===== config.mk =====
export PLATFORM = sky130hd
export DESIGN_NAME = pipe_hazard_ctrl
export DESIGN_NICKNAME = d
export VERILOG_FILES = /design/src/rtl/scpu_pkg.sv /design/src/rtl/pipe_hazard_ctrl_sat_counter.sv /design/src/rtl/pipe_hazard_ctrl.sv
export SDC_FILE = /design/constraint.sdc
export NUM_CORES = 1
export LEC_CHECK = 0
export CORE_UTILIZATION = 35
export CTS_CLUSTER_SIZE = 25
export DETAILED_ROUTE_END_ITERATION = 8
export PLACE_DENSITY = 0.56
export SYNTH_ARGS = -nofsm -noshare
export SYNTH_HDL_FRONTEND = slang
export SYNTH_SLANG_ARGS = --single-unit

===== constraint.sdc =====
create_clock -name clk -period 13.1 [get_ports clk]
set_input_delay 3.93 -clock clk [delete_from_list [all_inputs] [get_ports clk]]
set_output_delay 3.93 -clock clk [all_outputs]
set_load 0.05 [all_outputs]

===== src/rtl/scpu_pkg.sv =====
// Shared scpu definitions: pipeline sequencer states and fixed encodings.
package scpu_pkg;

  typedef enum logic [1:0] {
    StRun     = 2'd0,
    StFlush   = 2'd1,
    StMemWait = 2'd2
  } ctrl_state_e;

  localparam logic [31:0] NOP_INST = 32'h0000_0013;
  localparam logic [4:0]  REG_X0   = 5'd0;

endpackage


===== src/rtl/pipe_hazard_ctrl_sat_counter.sv =====
// Saturating up-counter used for pipeline performance visibility.
module sat_counter #(
  parameter int unsigned Width = 32
) (
  input  logic             clk,
  input  logic             rst,
  input  logic             inc,
  output logic [Width-1:0] count
);

  logic [Width-1:0] count_q;

  always_ff @(posedge clk or posedge rst) begin
    if (rst) begin
      count_q <= '0;
    end else if (inc && (count_q != {Width{1'b1}})) begin
      count_q <= count_q + Width'(1);
    end
  end

  assign count = count_q;

endmodule


===== src/rtl/pipe_hazard_ctrl.sv =====
// Central 5-stage pipeline sequencer: stall/flush/bubble generation for load-use,
// EX redirects and data-memory waits, plus stall/flush performance counters.
module pipe_hazard_ctrl
  import scpu_pkg::*;
#(
  parameter int unsigned FLUSH_CYCLES = 2,
  parameter int unsigned CNT_W        = 32
) (
  input  logic             clk,
  input  logic             rst,
  input  logic [4:0]       id_rs1_addr,
  input  logic [4:0]       id_rs2_addr,
  input  logic             id_use_rs1,
  input  logic             id_use_rs2,
  input  logic [4:0]       ex_rd_addr,
  input  logic             ex_mem_read,
  input  logic             ex_redirect,
  input  logic             mem_req,
  input  logic             mem_ready,
  output logic             pc_stall,
  output logic             ifid_stall,
  output logic             ifid_flush,
  output logic             idex_stall,
  output logic             idex_flush,
  output logic             exmem_stall,
  output logic             memwb_bubble,
  output logic [1:0]       ctrl_state,
  output logic [CNT_W-1:0] perf_stall_cnt,
  output logic [CNT_W-1:0] perf_flush_cnt
);

  localparam logic [2:0] FlushLoad = 3'(FLUSH_CYCLES - 1);

  logic [1:0] state_q, state_d;
  logic [2:0] cnt_q, cnt_d;
  logic       load_use;
  logic       mem_wait;
  logic       run_rules;

  assign load_use = ex_mem_read && (ex_rd_addr != REG_X0) &&
                    ((id_use_rs1 && (ex_rd_addr == id_rs1_addr)) ||
                     (id_use_rs2 && (ex_rd_addr == id_rs2_addr)));
  assign mem_wait = mem_req && !mem_ready;

  always_comb begin
    state_d      = state_q;
    cnt_d        = cnt_q;
    run_rules    = 1'b0;
    pc_stall     = 1'b0;
    ifid_stall   = 1'b0;
    ifid_flush   = 1'b0;
    idex_stall   = 1'b0;
    idex_flush   = 1'b0;
    exmem_stall  = 1'b0;
    memwb_bubble = 1'b0;

    case (state_q)
      StFlush: begin
        // A redirect here can only be spurious (EX holds a bubble), so it is ignored.
        ifid_flush = 1'b1;
        idex_flush = 1'b1;
        if (mem_wait) begin
          exmem_stall  = 1'b1;
          memwb_bubble = 1'b1;
        end else if (cnt_q <= 3'd1) begin
          cnt_d   = 3'd0;
          state_d = StRun;
        end else begin
          cnt_d = cnt_q - 3'd1;
        end
      end
      StMemWait: begin
        if (!mem_ready) begin
          pc_stall     = 1'b1;
          ifid_stall   = 1'b1;
          idex_stall   = 1'b1;
          exmem_stall  = 1'b1;
          memwb_bubble = 1'b1;
        end else begin
          run_rules = 1'b1;
        end
      end
      default: run_rules = 1'b1;
    endcase

    // The MEM_WAIT release cycle shares RUN arbitration so a held redirect fires once.
    if (run_rules) begin
      state_d = StRun;
      if (mem_wait) begin
        pc_stall     = 1'b1;
        ifid_stall   = 1'b1;
        idex_stall   = 1'b1;
        exmem_stall  = 1'b1;
        memwb_bubble = 1'b1;
        state_d      = StMemWait;
      end else if (ex_redirect) begin
        ifid_flush = 1'b1;
        idex_flush = 1'b1;
        if (FLUSH_CYCLES > 1) begin
          cnt_d   = FlushLoad;
          state_d = StFlush;
        end
      end else if (load_use) begin
        pc_stall   = 1'b1;
        ifid_stall = 1'b1;
        idex_flush = 1'b1;
      end
    end

    if (rst) begin
      pc_stall     = 1'b0;
      ifid_stall   = 1'b0;
      ifid_flush   = 1'b0;
      idex_stall   = 1'b0;
      idex_flush   = 1'b0;
      exmem_stall  = 1'b0;
      memwb_bubble = 1'b0;
    end
  end

  always_ff @(posedge clk or posedge rst) begin
    if (rst) begin
      state_q <= StRun;
      cnt_q   <= 3'd0;
    end else begin
      state_q <= state_d;
      cnt_q   <= cnt_d;
    end
  end

  assign ctrl_state = state_q;

  sat_counter #(
    .Width (CNT_W)
  ) u_stall_cnt (
    .clk   (clk),
    .rst   (rst),
    .inc   (pc_stall),
    .count (perf_stall_cnt)
  );

  sat_counter #(
    .Width (CNT_W)
  ) u_flush_cnt (
    .clk   (clk),
    .rst   (rst),
    .inc   (idex_flush),
    .count (perf_flush_cnt)
  );

endmodule


==> results of run 1 <==
==> worst max-delay path: stages <==
cell and delay (ns):
clkdlybuf4s50_1 0.47, or4_1 0.57, o21a_1 0.26, o221a_4 0.28, o21ai_4 0.27, inv_1 0.08, clkdlybuf4s50_1 0.72
==> per-layer routing <==
layer / part of all wire, % / GRT usage, %
met1: 49 / 22.5
met2: 46 / 26.5
met3: 4.2 / 3.68
met4: 1.2 / 5.46
met5: 0 / 0
==> layout by cell type, fill, tap and decap left out, drive strengths merged, types with 2 or more instances in the layout <==
cell type      instances
and3                   9
or3                    2
dfrtp                 69
nand4                 21
a211o                  3
ha                     5
nor2                  29
a21oi                  2
inv                   14
xnor2                 27
o21a                   2
mux2i                  2
mux2                   2
a211oi                 2
clkbuf                11
o22ai                  2
xor2                  44
o21ai                  5
clkdlybuf4s50         95
nor3                  24
nand2                 29
and2                   5
nor2b                  2
nand3                 23
nor4                  13
and4                   9
clkinvlp               4
or2                    3
==> report_power, final <==
part | leakage, nW | total [mW] | switching, mW | internal [mW]
Sequential | 0.907 | 0.270 | 0.0330 | 0.237
Clock | 0.0836 | 0.162 | 0.0838 | 0.0786
Combinational | 1.20 | 0.262 | 0.170 | 0.0918
Total | 2.19 | 0.694 | 0.287 | 0.407
==> state kept, by name (all words and copies together), names as in the netlist <==
| name | flops |
|---|---|
| u_stall_cnt.count | 32 |
| u_flush_cnt.count | 32 |
| cnt_q | 3 |
| ctrl_state | 2 |
==> final timing paths <==
check,slack (ns),end
max,2.58,idex_flush
min,0.50,u_flush_cnt.count[23]
max reg2reg,10.43,u_flush_cnt.count[8]
min reg2reg,0.50,u_flush_cnt.count[23]
max in group asynchronous,7.98,u_flush_cnt.count[26]
min in group asynchronous,4.17,u_stall_cnt.count[28]
==> kinds of logic after synthesis <==
logic type,count (synthesis)
mux,4
compound gates,22
buf+inv,26
flops,69
xor+xnor,71
fa+ha+maj,5
simple gates,176
==> final cells by class <==
type                    instances  area, um^2  share of cell area, %
clock inverters                 5        35.0                  0.699
flip-flops and latches         69        1730                   34.5
well taps                     136         170                   3.40
clock buffers                  11         151                   3.02
repair buffers                 96         958                   19.1
inverters                      14        52.6                   1.05
multi-input cells             278        1920                   38.3
==> results.yml, run 1 <==
status:
  outcome: "finished, final reports clean"
clocking:
  htreeDepth: 3
  cts_buffers: 9
  clock_path_buffers: 2
  cts_root_buf: "clkbuf_8"
  cts_tree: "done"
  cts-resized-gates: 0
  cts_setup_buffers: 0
  hold_buffers: 0
  cts.sinks: 69
  cts.clk_slew.worst_paths_ns: 0.07
  clock_latency_ns: 0.35
yosys:
  async_reset_ff_share_pct: 100
  synthSimpleGateAreaFrac_pct: 25.5
  seq_area_frac_synth_pct: 45.7
  ys_ff_latch: 69
  yosys.area.top_type: "dfrtp_1"
  synth_xor_area_share_pct: 16.4
  synth_most_common_cell: "dfrtp_1"
  synth-adder-area-share_pct: 1.65
  syn_nets: 401
  postSynthCellCount: 373
  synth_compound_area_share_pct: 5.82
  ys_types: 50
  synthFlopType: "dfrtp_1"
  mappedNetlistArea_um2: 3780
  synth_area_leaders: "dfrtp_1, xor2_1, xnor2_1, nand4_1, nor3_1"
  netlist_top_cells_count: "dfrtp_1, xor2_1, nand2_1"
  yosysWarnings: 0
  synth_top_family_by_area: "simple AND/OR/NAND/NOR gates"
  synth_area_per_cell_um2: 10.1
  synth_top_cell_area_share_pct: 45.7
  synth_mux_area_share_pct: 1.22
  synth-edff-count: 0
critical_path:
  cp_max_fo: 28
  crit_path_start: "ex_rd_addr[1]"
  critPathCaptureType: "primary output"
  crit-reg2reg-launch: "u_flush_cnt.count[0]"
  worst_ep_required_time_ns: 9.17
  worstSetupPathType: "input port to primary output"
  arrival_ns: 6.59
  start_kind: "input port"
  r2r_cells: 7
floorplanning:
  dieHeight_um: 106
  io_pins: 96
  start_util_pct: 36.3
  core_um2: 10400
  die_area_um2: 11200
  die_w_um: 106
  core.rowCount: 37
pwr:
  powerDensity_nw_per_um2: 138
  ir_drop_mv: 0.0809
  total_leakage_power_nw: 2.19
  total_power_uw: 694
placed_design:
  dp.final_hpwl_um: 6370
  dp_slack_ns: 2.58
  place_area_um2: 4820
  port_buffers: 95
  place_inst: 593
  gp_congestion: 0.806
hold_path:
  holdCritPathClass: "flop to flop"
  min_path_cells: 1
  worstHoldStart: "u_flush_cnt.count[23]"
grt:
  grt_pass1_wl_um: 14900
  grt_pass1_vias: 3055
  overflow: 0
  groute.usage.overall_pct: 16.6
  antenna_found_initial: 0
  grt_max_degree: 38
sta:
  worst_pin_slew_ns: 0.948
  slew_headroom_pct: 36.3
  tns_ns: 0
  hold_ws_ns: 0.496
  period_needed_ns: 10.52
  finClkSkew_ns: 0.0104
  setup_slack_ns: 2.58
  drv_slew: 0
  rsz0062_at_grt: "false"
  setup_viol: 0
  fin_crit_sh_pct: 80.3
  fmax_ghz: 0.0951
  hold_viol_final: 0
layout:
  finalNonFillerCells: 609
  utilization_pct: 48.1
  nFillCells: 979
  design_area_um2: 5010
  nets: 496
  diodes: 0
  drive_gt1_share_pct: 6.77
  area.growth.synth_to_final_pct: 32.5
drt:
  detail_route.wl_per_cell_um: 14.5
  vias: 3078
  drtAntennaViolNets: 0
  drc: 0
  via_per_inst: 5.05
  firstDrtPassIters: 4
  wl_um: 8830
  drt-initial-drc-count: 72
flow_run:
  maxCapViolCount: 0
No activity file was read; power rests on OpenSTA's default activity.
==> inputs of run 2 (changes only) <==
--- a/config.mk
+++ b/config.mk
@@ -8,7 +8,7 @@
 export CORE_UTILIZATION = 35
 export CTS_CLUSTER_SIZE = 25
 export DETAILED_ROUTE_END_ITERATION = 8
-export PLACE_DENSITY = 0.56
+export PLACE_DENSITY = 0.59
 export SYNTH_ARGS = -nofsm -noshare
 export SYNTH_HDL_FRONTEND = slang
 export SYNTH_SLANG_ARGS = --single-unit
==> constraint.sdc (replaced) <==
create_clock -name clk -period 8.6 [get_ports clk]
set_input_delay 2.58 -clock clk [delete_from_list [all_inputs] [get_ports clk]]
set_output_delay 2.58 -clock clk [all_outputs]
set_load 0.05 [all_outputs]
==> run 2 against run 1 <==
  * Critical path depth unchanged
  * Clock skew up 0.0024 ns
  * Clock power up 110%
  * Sequential share of layout area down 0.56 points
  * Register-to-register slack worse by 4.5 ns
  * Combinational power up 52%
  * Clock-buffer cell count down 2
==> results.yml, run 2 (same netlist as run 1, synthesis figures left out) <==
floorplanning:
  core_um2: 10400
  start_util_pct: 36.3
  die_area_um2: 11200
  die_w_um: 106
  core.rowCount: 37
  io_pins: 96
  dieHeight_um: 106
clocking:
  cts.clk_slew.worst_paths_ns: 0.07
  cts.sinks: 69
  hold_buffers: 0
  htreeDepth: 3
  cts_tree: "done"
  cts_buffers: 9
  clock_path_buffers: 2
  cts_setup_buffers: 0
  clock_latency_ns: 0.33
  cts-resized-gates: 0
  cts_root_buf: "clkbuf_8"
critical_path:
  worstSetupPathType: "input port to primary output"
  worst_ep_required_time_ns: 6.02
  r2r_slack_ns: 5.89
  arrival_ns: 5.21
  critPathCaptureType: "primary output"
  start_kind: "input port"
  cp_max_fo: 28
  crit-reg2reg-launch: "u_flush_cnt.count[0]"
  rr_endpoint: "u_flush_cnt.count[12]"
  r2r_cells: 7
status:
  outcome: "finished, final reports clean"
sta:
  hold_viol_final: 0
  drv_slew: 0
  setup_viol: 0
  fmax_ghz: 0.128
  rsz0062_at_grt: "false"
  fin_crit_sh_pct: 90.6
  worst_pin_slew_ns: 0.996
  period_needed_ns: 7.79
  finClkSkew_ns: 0.0128
  tns_ns: 0
  slew_headroom_pct: 33.1
drt:
  firstDrtPassIters: 4
  vias: 3102
  wl_um: 8610
  drt-initial-drc-count: 87
  drtAntennaViolNets: 0
  via_per_inst: 5.09
  detail_route.wl_per_cell_um: 14.1
  drc: 0
grt:
  grt_pass1_wl_um: 14900
  groute.usage.overall_pct: 16.5
  antenna_found_initial: 0
  grt_max_degree: 70
  grt_pass1_vias: 3041
  overflow: 0
layout:
  layout_commonest_cell: "clkdlybuf4s50_1"
  nFillCells: 974
  final_cell_mix: "clkdlybuf4s50_1, dfrtp_1, xor2_1"
  drive_gt1_share_pct: 6.96
  diodes: 0
  design_area_um2: 5090
  nets: 497
  area.growth.synth_to_final_pct: 34.7
flow_run:
  maxCapViolCount: 0
hold_path:
  min_path_cells: 1
  whs_endpoint: "u_flush_cnt.count[14]"
  holdCritPathClass: "flop to flop"
  worstHoldStart: "u_flush_cnt.count[14]"
placed_design:
  port_buffers: 95
  place_area_um2: 4830
  gp_congestion: 0.789
  dp.final_hpwl_um: 6180
pwr:
  powerDensity_nw_per_um2: 227
  ir_drop_mv: 0.215
  total_leakage_power_nw: 2.24
[run 2: worst max-delay path: stages]
cell and delay, ns:
clkdlybuf4s50_1 0.47, or4_1 0.56, o21a_1 0.25, o221a_4 0.28
o21ai_4 0.27, inv_1 0.08, clkdlybuf4s50_1 0.72
[run 2: power by group]
group | switching, mW | leakage [nW] | internal [mW]
Sequential | 0.0495 | 0.907 | 0.361
Clock | 0.125 | 0.129 | 0.221
Combinational | 0.258 | 1.20 | 0.140
[run 2: final cells by class]
type                       count  area, um^2  area share, %
timing repair buffer          97         966           19.0
clock buffer                   9         124           2.43
clock inverter                 7         138           2.70
multi-input combinational    278        1920           37.6
sequential                    69        1730           33.9
tap                          136         170           3.34
inverter                      14        52.6           1.03
[run 2: how the worst max path moves through the flow]
stage             startpoint    endpoint  slack [ns]  cells past startpoint
4_1_cts        ex_rd_addr[1]  idex_flush        0.80                      7
3_3_place_gp   ex_rd_addr[1]  idex_flush        0.80                      7
6_report       ex_rd_addr[1]  idex_flush        0.81                      7
2_1_floorplan        mem_req    pc_stall        0.86                      7
5_1_grt        ex_rd_addr[1]  idex_flush        0.69                      7
3_5_place_dp   ex_rd_addr[1]  idex_flush        0.81                      7
[run 2: through the flow]
stage	utilization (%)	power, mW	hold WS, ns	setup WS, ns	cells
2_1_floorplan	-	0.691	0.483	0.860	373
3_3_place_gp	46.4	0.811	0.475	0.804	594
3_5_place_dp	46.4	0.815	0.482	0.805	594
4_1_cts	48.9	1.16	0.493	0.799	610
5_1_grt	48.9	1.21	0.508	0.693	610
6_report	48.9	1.15	0.487	0.809	610
[run 2: metal layers]
layer	up-vias	global-route usage (%)	wire length (um)
met5	-	0	0
met4	0	5.06	90
met3	8	3.37	498
met2	89	26.1	4000
met1	1504	22.7	4020
li1	1501	-	-
